===== config.mk =====
export PLATFORM = sky130hd
export DESIGN_NAME = if_stage
export DESIGN_NICKNAME = d
export VERILOG_FILES = /design/src/rtl/if_stage.sv
export SDC_FILE = /design/constraint.sdc
export NUM_CORES = 1
export LEC_CHECK = 0
export ABC_AREA = 1
export ABC_CLOCK_PERIOD_IN_PS = 5950
export CAP_MARGIN = 10
export CELL_PAD_IN_SITES_DETAIL_PLACEMENT = 1
export CELL_PAD_IN_SITES_GLOBAL_PLACEMENT = 2
export CORE_MARGIN = 2
export CORE_UTILIZATION = 29
export CTS_CLUSTER_DIAMETER = 30
export CTS_CLUSTER_SIZE = 30
export DETAILED_ROUTE_END_ITERATION = 6
export PLACE_DENSITY = 0.76
export SETUP_SLACK_MARGIN = 0.1
export SLEW_MARGIN = 30
export SYNTH_ARGS = -nofsm -noshare
export SYNTH_HDL_FRONTEND = slang
export SYNTH_SLANG_ARGS = --single-unit

===== constraint.sdc =====
create_clock -name clk -period 5.95 [get_ports clk]
set_input_delay 1.19 -clock clk [delete_from_list [all_inputs] [get_ports clk]]
set_output_delay 1.19 -clock clk [all_outputs]
set_load 0.02 [all_outputs]

===== src/rtl/if_stage.sv =====
// if_stage: instruction fetch, one outstanding request, 2-entry instruction buffer.
// Optional macro FETCH_HALT_EN: a fetched opcode 7'h6b parks the fetcher in S_HALT.
module if_stage #(
  parameter logic [63:0] RESET_PC = 64'h0000_0000_8000_0000
) (
  input  logic        clk,
  input  logic        rst,
  output logic        if_req_valid,
  input  logic        if_req_ready,
  output logic [63:0] if_req_addr,
  input  logic        if_resp_valid,
  input  logic [31:0] if_resp_data,
  output logic        inst_valid,
  input  logic        inst_ready,
  output logic [31:0] inst,
  output logic [63:0] inst_addr,
  input  logic        redirect_valid,
  input  logic [63:0] redirect_addr
);

  typedef enum logic [1:0] {
    S_IDLE,
    S_REQ,
    S_WAIT,
    S_HALT
  } state_t;

  state_t      state;
  state_t      state_nx;
  logic [63:0] pc;
  logic [63:0] pc_nx;
  logic [63:0] req_addr;
  logic [63:0] req_addr_nx;
  logic        drop;
  logic        drop_nx;
  logic [31:0] fifo_inst [2];
  logic [63:0] fifo_addr [2];
  logic        wr_ptr;
  logic        rd_ptr;
  logic [1:0]  count;
  logic        push;
  logic        pop;
  logic        halt_op;
  logic [63:0] redir_pc;

  assign redir_pc = redirect_addr & ~64'd3;

`ifdef FETCH_HALT_EN
  assign halt_op = (if_resp_data[6:0] == 7'h6b);
`else
  assign halt_op = 1'b0;
`endif

  always_comb begin
    state_nx    = state;
    pc_nx       = pc;
    req_addr_nx = req_addr;
    drop_nx     = drop;
    push        = 1'b0;
    unique case (state)
      S_IDLE: begin
        if (redirect_valid) begin
          pc_nx = redir_pc;
        end else if (count <= 2'd1) begin
          state_nx    = S_REQ;
          req_addr_nx = pc;
        end
      end
      S_REQ: begin
        // a redirected request still has to complete; its answer is dropped
        if (redirect_valid) begin
          pc_nx   = redir_pc;
          drop_nx = 1'b1;
        end
        if (if_req_ready) begin
          state_nx = S_WAIT;
          if (!drop && !redirect_valid)
            pc_nx = req_addr + 64'd4;
        end
      end
      S_WAIT: begin
        if (redirect_valid)
          pc_nx = redir_pc;
        if (if_resp_valid) begin
          state_nx = S_IDLE;
          drop_nx  = 1'b0;
          if (!drop && !redirect_valid) begin
            push = 1'b1;
            if (halt_op)
              state_nx = S_HALT;
          end
        end else if (redirect_valid) begin
          drop_nx = 1'b1;
        end
      end
      S_HALT: begin
        if (redirect_valid) begin
          state_nx = S_IDLE;
          pc_nx    = redir_pc;
        end
      end
      default: state_nx = S_IDLE;
    endcase
  end

  assign inst_valid   = (count != 2'd0) && !rst;
  assign pop          = inst_valid && inst_ready && !redirect_valid;
  assign if_req_valid = (state == S_REQ) && !rst;
  assign if_req_addr  = req_addr;
  assign inst         = inst_valid ? fifo_inst[rd_ptr] : 32'd0;
  assign inst_addr    = inst_valid ? fifo_addr[rd_ptr] : 64'd0;

  always_ff @(posedge clk) begin
    if (rst) begin
      state    <= S_IDLE;
      pc       <= RESET_PC;
      req_addr <= RESET_PC;
      drop     <= 1'b0;
      count    <= 2'd0;
      wr_ptr   <= 1'b0;
      rd_ptr   <= 1'b0;
    end else begin
      state    <= state_nx;
      pc       <= pc_nx;
      req_addr <= req_addr_nx;
      drop     <= drop_nx;
      if (redirect_valid) begin
        count  <= 2'd0;
        wr_ptr <= 1'b0;
        rd_ptr <= 1'b0;
      end else begin
        if (push)
          wr_ptr <= ~wr_ptr;
        if (pop)
          rd_ptr <= ~rd_ptr;
        count <= count + {1'b0, push} - {1'b0, pop};
      end
    end
  end

  always_ff @(posedge clk) begin
    if (push) begin
      fifo_inst[wr_ptr] <= if_resp_data;
      fifo_addr[wr_ptr] <= req_addr;
    end
  end

endmodule

Yosys cells after proc, flatten, opt, wreduce, memory -nomap -nowiden
Memories as Yosys holds them, arrays and structs flattened. A register that Yosys moved wholly into a read port is not among the register bits.
Cells that the tools add are included.
W data, S select, Z words.
{"block": "op_classes", "eq_ne": 8, "n_lt_le_gt_ge": 1, "bitwise": 3, "addsub": 3, "n_reduce_logical": 15, "n_mux": 24}
{"op": "$mux W64", "n": 4}
{"op": "$pmux W64 S2", "n": 1}
{"op": "$add A64 B3 Y64 const B", "n": 1}
{"op": "$mux W32", "n": 1}
{"op": "$mux W1", "n": 11}
{"op": "$mux W2", "n": 5}
{"op": "$ne A2 B2 Y1 const B", "n": 5}
{"op": "$pmux W2 S4", "n": 1}
{"op": "$logic_and A1 B1 Y1", "n": 5}
{"op": "$reduce_and A5 Y1", "n": 1}
{"op": "$eq A2 B2 Y1 const B", "n": 2}
{"op": "$reduce_bool A2 Y1", "n": 2}
{"op": "$logic_not A1 Y1", "n": 3}
{"op": "$not A1 Y1", "n": 3}
{"op": "$reduce_and A3 Y1", "n": 1}
{"op": "$reduce_or A3 Y1", "n": 1}
{"op": "$add A2 B1 Y2", "n": 1}
{"op": "$eq A2 B1 Y1 const B", "n": 1}
{"op": "$le A2 B1 Y1 const B", "n": 1}
{"op": "$logic_not A2 Y1", "n": 1}
{"op": "$pmux W1 S2", "n": 1}
{"op": "$reduce_or A2 Y1", "n": 1}
{"op": "$sub A2 B1 Y2", "n": 1}
{"block": "word_totals", "wordCells": 63, "ram_bits": 192, "output_inout_bits": 162, "input_bits": 102, "reg_bits": 135, "n_memories": 2}
{"memory": "fifo_addr", "words": 2, "width": 64, "read_ports": 1, "rd_ports_with_merged_regs": 1, "wr": 1, "line_no": "37", "text": "logic [63:0] fifo_addr [2];"}
{"memory": "fifo_inst", "words": 2, "width": 32, "read_ports": 1, "rd_ports_with_merged_regs": 1, "wr": 1, "line_no": "36", "text": "logic [31:0] fifo_inst [2];"}

Longest topological paths before layout
Gate-level depths: netlist of run 1.
{"block": "depth", "ltp_word": 7, "depth_mapped": 11, "ltp_nobuf": 11}

Worst setup path before layout of run 1
No wires, ideal clock.
{"block": "synth_timing", "path_type": "input to register", "from": "input redirect_valid", "to": "memory fifo_addr[1][0] (enable)", "path_slack_ns": -0.471, "t_arrival_ns": 5.868, "n_path_buf": 1, "cell_stages": 6, "setup_ns": 0.553, "path_cell_list": "buf_2 -> nor2_8 -> inv_1 -> nor3_1 -> inv_1 -> nor2_1"}
{"block": "synth_via", "elab_chain_cells": 7}
{"item": "start, declared", "line_no": "17", "text": "input logic redirect_valid,"}
{"item": "$logic_not A1 Y1", "line_no": "87", "text": "if (!drop && !redirect_valid) begin"}
{"item": "$logic_and A1 B1 Y1", "line_no": "87"}
{"item": "$mux W1", "line_no": "87"}
{"item": "$mux W1", "line_no": "84", "text": "if (if_resp_valid) begin"}
{"item": "$mux W1", "line_no": "60", "text": "unique case (state)"}
{"item": "$mux W1", "line_no": "142", "text": "if (push) begin"}
{"item": "$mux W1 (not written as such)", "line_no": "144", "text": "fifo_addr[wr_ptr] <= req_addr;"}
{"item": "end, declared", "line_no": "37"}
No other way between the ends.

Worst setup path in the final report of run 1
{"block": "layout_timing", "from": "input rst", "to": "output inst_addr[17]"}
{"block": "layout_via", "elab_chain_cells": 3}
{"item": "start, declared", "line_no": "7", "text": "input logic rst,"}
{"item": "$logic_not A1 Y1", "line_no": "106", "text": "assign inst_valid = (count != 2'd0) && !rst;"}
{"item": "$logic_and A1 B1 Y1", "line_no": "106"}
{"item": "$mux W64", "line_no": "111", "text": "assign inst_addr = inst_valid ? fifo_addr[rd_ptr] : 64'd0;"}
{"item": "end, declared", "line_no": "16", "text": "output logic [63:0] inst_addr,"}
No other way between the ends.

==> summary.md, run 1 <==
| Metric | Value |
|---|---|
| Status | completed |
| Worst R2R Path Depth | 10 |
| Detailed Route Iter0 Violations | 586 |
| H-Tree Depth | 3 |
| Routed Antenna Nets | 0 |
| Worst min path class | register to register |
| Synth cell types | 38 |
| Max cap viols | 0 |
| Placed instance area | approximately 0.019 mm² |
| Crit path DAT | 3.29 ns |
| Fin. Hold Viols | 0 |
| Final Cell Area | ~0.022 mm² |
| ANT cells | 0 |
| Worst Setup End Kind | output pin |
| Mapped Area | 0.0154 mm² |
| Synth warn | 0 |
| Hold EP | if_req_addr[36] |
| Top delay family on crit path | buffers and inverters |
| Worst Max-Slew Pin Slew | 0.934 ns |
| Routability-driven placement congestion ratio | ~0.83 |
| Hold path depth | 2 |
| Synth-to-layout area growth | 42.5% |
| Io pins | 264 |
| Worst Path Buf+Inv | 4 |
| Setup CP Type | input pin to output pin |
| CP dominant cell by count | clkdlybuf4s50_1 |
| TritonCTS Sinks | approximately 330 |
| # resized after CTS | 0 |
| Global route overflow | 0 |
| Normalized max-slew margin | 0.377 |
| Worst Path Required | roughly 4.8 ns |
| Setup repair after global routing missed its margin | false |
| First-pass GRT wire length | 83600 µm |
| Initial Utilization | 0.293 |
| Hold_sp | pc[36] |
| Via density | about 4.7 |
| CP startpoint kind | input pin |
| CP max-delay cell | clkdlybuf4s50_1 |
| Fin crit share | 0.754 |
| Sequential element share of the synthesized area | 0.550 |
| Final Critical Period | approximately 4.5 ns |
| Clock buffer depth | 3 |
| Mean Syn Cell Area | a little under 9 µm² |
| Number of global-route vias before repair | between 10000 and 15000 |
| RR Endpoint | pc[27] |
| CP cell instances | clkdlybuf4s50_1, nor2_4, buf_4, nand2_1, inv_1, clkdlybuf4s50_1 |
| Skew final | between 0.015 and 0.02 ns |
| Synthesized flop and latch total | between 300 and 400 |
| Final Routed Wirelength | approximately 54000 µm |
| Initial antenna violation count | 0 |
| Pwr Density | between 400 and 500 mW/mm² |
| Fmax | ~0.22 GHz |
| DIE WIDTH | between 200 and 250 µm |
| Slew Limit Fails | 0 |
| Worst-path maximum fanout | 63 |
| R2R Setup Slk | around 3.1 ns |
| Total setup buffers inserted after CTS | 0 |
| TritonRoute pass-1 iters | 6 |
| CP max stage delay | around 0.65 ns |
| Worst-path clk slew | around 0.040 ns |
| Total GRT Usage | 0.196 |
| Gate count after technology mapping | approximately 1700 |
| Area of the core | 0.0526 mm² |
| P_leak | 8.65 nW |
| IO buf count | between 200 and 300 |
| Hold buffers post-CTS | 0 |
| Setup total negative slack | 0 ns |
| Final setup vio count | 0 |
| Placement row count | 84 |
| WL/cell | between 15 and 20 µm |
| Die Height | 235 µm |
| Drt drc | 0 |
| TritonCTS buffer count | a little under 90 |
| Root Buffer | clkbuf_16 |
| Largest net degree at the start of global routing | 109 |
| Die ar. | 0.0550 mm² |
| Post-layout nets | approximately 2100 |
| Layout cells sized above 1 | 0.146 |
| Mapped Nets | 1854 |
| Via count | roughly 13000 |
| VDD IR max | between 0.2 and 0.25 mV |
| Clk Latency, worst-skew pair | just over 0.6 ns |
| FF-to-FF Start | state[1] |
| Detail Placement HPWL | around 37000 µm |
| CTS tree | done |
## metrics by stage
step	worst slack (ns)	instances	util	hold WS, ns	power, W
after floorplan	1.15	1744	-	0.424	0.00371
after global placement	1.50	2633	0.356	0.436	0.00437
final	1.47	2794	0.418	0.461	0.00955
after CTS	1.45	2794	0.418	0.456	0.00965
after detailed placement	1.47	2633	0.356	0.449	0.00442
after global routing	1.35	2794	0.418	0.484	0.00993
## flip-flops by register name, indices dropped and copies added (netlist names), named ones only
signal	cells
count	2
drop	1
fifo_addr	128
fifo_inst	64
if_req_addr	64
pc	64
rd_ptr	1
state	2
wr_ptr	1
## placed cells by master (no fill, tap or decap), types with 2 or more instances in the layout
cell type	netlist	layout
o22ai_1	2	2
clkdlybuf4s50_1	0	260
or2_2	2	2
nand3_1	60	60
clkinv_2	0	10
xnor2_1	6	6
clkinv_4	0	5
o21ai_0	136	136
bufinv_16	0	22
o211ai_1	6	6
nor2_2	9	10
nand2_1	420	419
a31oi_1	19	19
clkinv_1	1	7
nor2_4	8	11
nand4_1	15	15
clkbuf_8	0	4
nor2_1	187	183
clkbuf_16	0	88
xor2_1	10	10
clkbuf_1	41	7
a311oi_1	2	2
nor3_1	8	8
o21ai_1	8	8
a21oi_1	99	99
ha_1	8	8
inv_1	212	212
nand2_2	10	11
dfxtp_1	136	135
buf_4	3	14
inv_2	4	5
nand3_2	4	4
mux2_2	96	96
clkinv_8	0	5
edfxtp_1	192	192
clkinvlp_4	0	11
## cell type report
| type | instances | area, µm² |
|---|---|---|
| fillers | 5930 | 30600 |
| flip-flops and latches | 328 | 8490 |
| multi-input cells | 1123 | 5820 |
| repair buffers | 277 | 2740 |
| clock buffers | 99 | 2280 |
| clock inverters | 62 | 960 |
| well taps | 688 | 861 |
| inverters | 217 | 815 |
## synth_stat cells, drive strengths merged
cell | instances | area share
a31oi | 19 | 0.0077
a311oi | 2 | 0.0011
nor2 | 205 | 0.056
o21ai | 144 | 0.047
mux2 | 96 | 0.070
buf | 35 | 0.011
o2111ai | 1 | 0.00057
a21oi | 100 | 0.033
clkinv | 1 | 0.00024
dfxtp | 136 | 0.18
xnor2 | 6 | 0.0034
and2 | 1 | 0.00041
or2 | 2 | 0.00081
nand3 | 64 | 0.022
o22ai | 2 | 0.00081
nand4 | 15 | 0.0061
mux2i | 1 | 0.00065
o211ai | 6 | 0.0029
clkbuf | 41 | 0.010
ha | 8 | 0.0065
edfxtp | 192 | 0.37
nor3 | 9 | 0.0032
inv | 216 | 0.053
nand2 | 431 | 0.11
xor2 | 10 | 0.0057
o21bai | 1 | 0.00049
## where the power goes
part | total, W | switching [W] | internal, W
clock | 0.00518 | 0.00148 | 0.00370
combinational | 0.00130 | 0.000789 | 0.000508
sequential | 0.00307 | 0.000360 | 0.00271
## worst register-to-register path, cell delays in order (launching register included)
cell,delay (ns)
dfxtp_1,0.35
inv_1,0.10
ha_1,0.21
nand2_1,0.47
nor2_2,0.12
inv_2,0.70
buf_4,0.42
a21oi_1,0.08
o21ai_0,0.14
nand3_1,0.11
inv_1,0.09
## cell families after synthesis
family	after synthesis	synth area share
compound gates	275	0.0931
xor+xnor	16	0.00909
fa+ha+maj	8	0.00649
buf+inv	293	0.0742
flops	328	0.550
mux	97	0.0708
simple gates	727	0.196
## metal layers
layer | global-route usage | vias to the layer above | share of wire
met5 | 0 | - | 0
met2 | 0.323 | 286 | 0.48
li1 | - | 6356 | -
met1 | 0.260 | 6421 | 0.46
met3 | 0.0323 | 72 | 0.040
met4 | 0.0687 | 0 | 0.022
## how the worst max path moves through the flow
stage / start / endpoint / slack [ns] / cells after the start
final: rst / inst_addr[17] / 1.47 / 6
after global routing: rst / inst_addr[29] / 1.35 / 6
after CTS: rst / inst_addr[17] / 1.45 / 6
after detailed placement: rst / inst_addr[17] / 1.47 / 6
after global placement: rst / inst_addr[17] / 1.50 / 6
after floorplan: redirect_valid / fifo_addr[1][0] / 1.15 / 6
Power figures use the tool's default switching activity.
==> inputs of run 2 (changes only) <==
ABC_CLOCK_PERIOD_IN_PS = 4130   (was 5950)
CORE_UTILIZATION = 32   (was 29)
PLACE_DENSITY = 0.8   (was 0.76)
clock period = 4.13 ns   (was 5.95 ns; I/O delays follow)
==> summary.md, run 2 (same netlist as run 1, synthesis figures left out) <==
| Metric | Value |
|---|---|
| Fmax | 0.278 GHz |
| Placed instance area | 0.0187 mm² (about the same) |
| Final core utilization | 0.453 (+0.0348) |
| DIE WIDTH | 224 µm (-4.7%) |
| Filler-free cell count of the finished design | 2714 (-2.9%) |
| Initial Utilization | 0.324 (+0.0302) |
| Clock buffer depth | 3 (unchanged) |
| # resized after CTS | 0 (unchanged) |
| Final setup vio count | 0 (unchanged) |
| Synth-to-layout area growth | 39.9% |
| Total GRT Usage | 0.214 (+0.0175) |
| Commonest non-fill, non-tap cell in the layout | nand2_1 |
| Setup total negative slack | 0 ns (unchanged) |
| Slew Limit Fails | 0 (unchanged) |
| Total setup buffers inserted after CTS | 0 (unchanged) |
| Worst Path Required | 3.30 ns (-1.46 ns) |
| Number of global-route vias before repair | 13800 (+0.26%) |
| Inst Count DP | 2564 (-2.6%) |
| Worst-path maximum fanout | 33 (-48%) |
| P_leak | 8.53 nW (-1.4%) |
| Final Cell Area | 0.0216 mm² (-1.8%) |
| Via count | 13200 (+0.13%) |
| Filler cell count | 5418 (-8.6%) |
| IO buf count | 261 (unchanged) |
| Final Critical Period | around 3.6 ns |
| TritonCTS Sinks | 328 (unchanged) |
| Clk Latency, worst-skew pair | 0.59 ns (-0.03 ns) |
| TritonCTS buffer count | 82 (-5.7%) |
| Hold buffers post-CTS | 0 (unchanged) |
| ANT cells | 0 (unchanged) |
| First-pass GRT wire length | 81900 µm (-2.0%) |
| Normalized max-slew margin | 0.402 (+0.0255) |
| Setup repair after global routing missed its margin | false |
| Max cap viols | 0 (unchanged) |
| Detail Placement HPWL | 36500 µm (-1.7%) |
| Detailed Route Iter0 Violations | 662 (+13%) |
| Die Height | 224 µm (-4.7%) |
| H-Tree Depth | 3 (unchanged) |
| Global route overflow | 0 (unchanged) |
| Max FFs per register | 128 (unchanged) |
| Setup slack after layout | 0.535 ns (-0.930 ns) |
| VDD IR max | 0.297 mV (+26%) |
| Drt drc | 0 (unchanged) |
| Worst min path class | register to register |
| Worst Setup End Kind | output pin |
| CTS tree | done |
| Setup CP Type | input pin to output pin |
| Via density | 4.85 (+3.1%) |
| Worst Max-Slew Pin Slew | 0.897 ns (-0.0369 ns) |
| Worst-path clk slew | 0.04 ns (about the same) |
| Final Routed Wirelength | 53200 µm (-2.1%) |
| Fin. Hold Viols | 0 (unchanged) |
| Place WS | 0.550 ns (-0.920 ns) |
| Post-layout nets | 2143 (-0.047%) |
| Placement row count | 80 (-4.8%) |
| TritonRoute pass-1 iters | 7 (+1) |
| Die ar. | 0.0500 mm² (-9.2%) |
| Fin crit share | 0.870 |
| Most frequent cells in the layout | 419 x nand2_1, 259 x clkdlybuf4s50_1, 211 x inv_1, 192 x edfxtp_1, 183 x nor2_1 |
| Largest reg by FF count | fifo_addr |
| CP startpoint kind | input pin |
| Routability-driven placement congestion ratio | 0.837 (+0.32%) |
| Skew final | 0.0192 ns (+0.000799 ns) |
| Io pins | 264 (unchanged) |
| Status | completed |
| Routed Antenna Nets | 0 (unchanged) |
| Root Buffer | clkbuf_16 |
| Crit path DAT | 2.77 ns (-0.52 ns) |
| WL/cell | 19.6 µm (+0.75%) |
| Layout cells sized above 1 | 0.140 (-0.00618) |
| Initial antenna violation count | 0 (unchanged) |
| Pwr Density | 597 mW/mm² (+37%) |
| Largest net degree at the start of global routing | 109 (unchanged) |
| Area of the core | 0.0476 mm² (-9.3%) |
-- run 2: cell count changes in the layout (fill, tap and decap cells not counted), moves of 3 or more --
cell and delta:
clkbuf_1 +8, clkbuf_16 -3, clkinvlp_4 -8, bufinv_16 -10, buf_12 +5, clkbuf_8 +7
clkinv_8 -5
-- run 2: worst paths after layout --
check                            from                to  slack, ns  cells after the start
worst min register to register  pc[4]    if_req_addr[4]       0.46                      2
worst min-delay path            pc[4]    if_req_addr[4]       0.46                      2
worst max register to register   drop  fifo_inst[0][17]       1.54                      6
worst max-delay path              rst     inst_addr[58]       0.54                      6
-- run 2: through the flow --
stage | total power (W) | hold WS (ns)
after global routing | 0.0134 | 0.470
after floorplan | 0.00534 | 0.424
after detailed placement | 0.00636 | 0.449
after CTS | 0.0130 | 0.456
final | 0.0129 | 0.456
after global placement | 0.00628 | 0.437
-- run 2: worst max-delay path, stage by stage --
cell,delay [ns]
clkdlybuf4s50_1,0.53
nor2_4,0.19
buf_4,0.36
nand2_1,0.12
inv_1,0.09
clkdlybuf4s50_1,0.62
-- run 2: report_power, final --
group	leakage, nW	switching [W]	internal (W)
logic	4.26	0.00115	0.000743
registers	2.88	0.000514	0.00391
clock network	1.39	0.00192	0.00466
total	8.53	0.00358	0.00931
-- run 2: layout make-up --
type / count / area (µm²) / area share
Timing Repair Buffer: 281 / 2840 / 0.132
Inverter: 217 / 815 / 0.0377
Clock buffer: 111 / 2330 / 0.108
Multi-Input combinational cell: 1123 / 5820 / 0.269
Sequential cell: 328 / 8490 / 0.394
Tap cell: 615 / 769 / 0.0357
Clock inverter: 39 / 515 / 0.0239
-- run 2: layer usage --
metal,track usage,wire length (µm)
met5,0,0
met4,0.0748,1210
met3,0.0303,2000
met2,0.355,25800
met1,0.284,24200
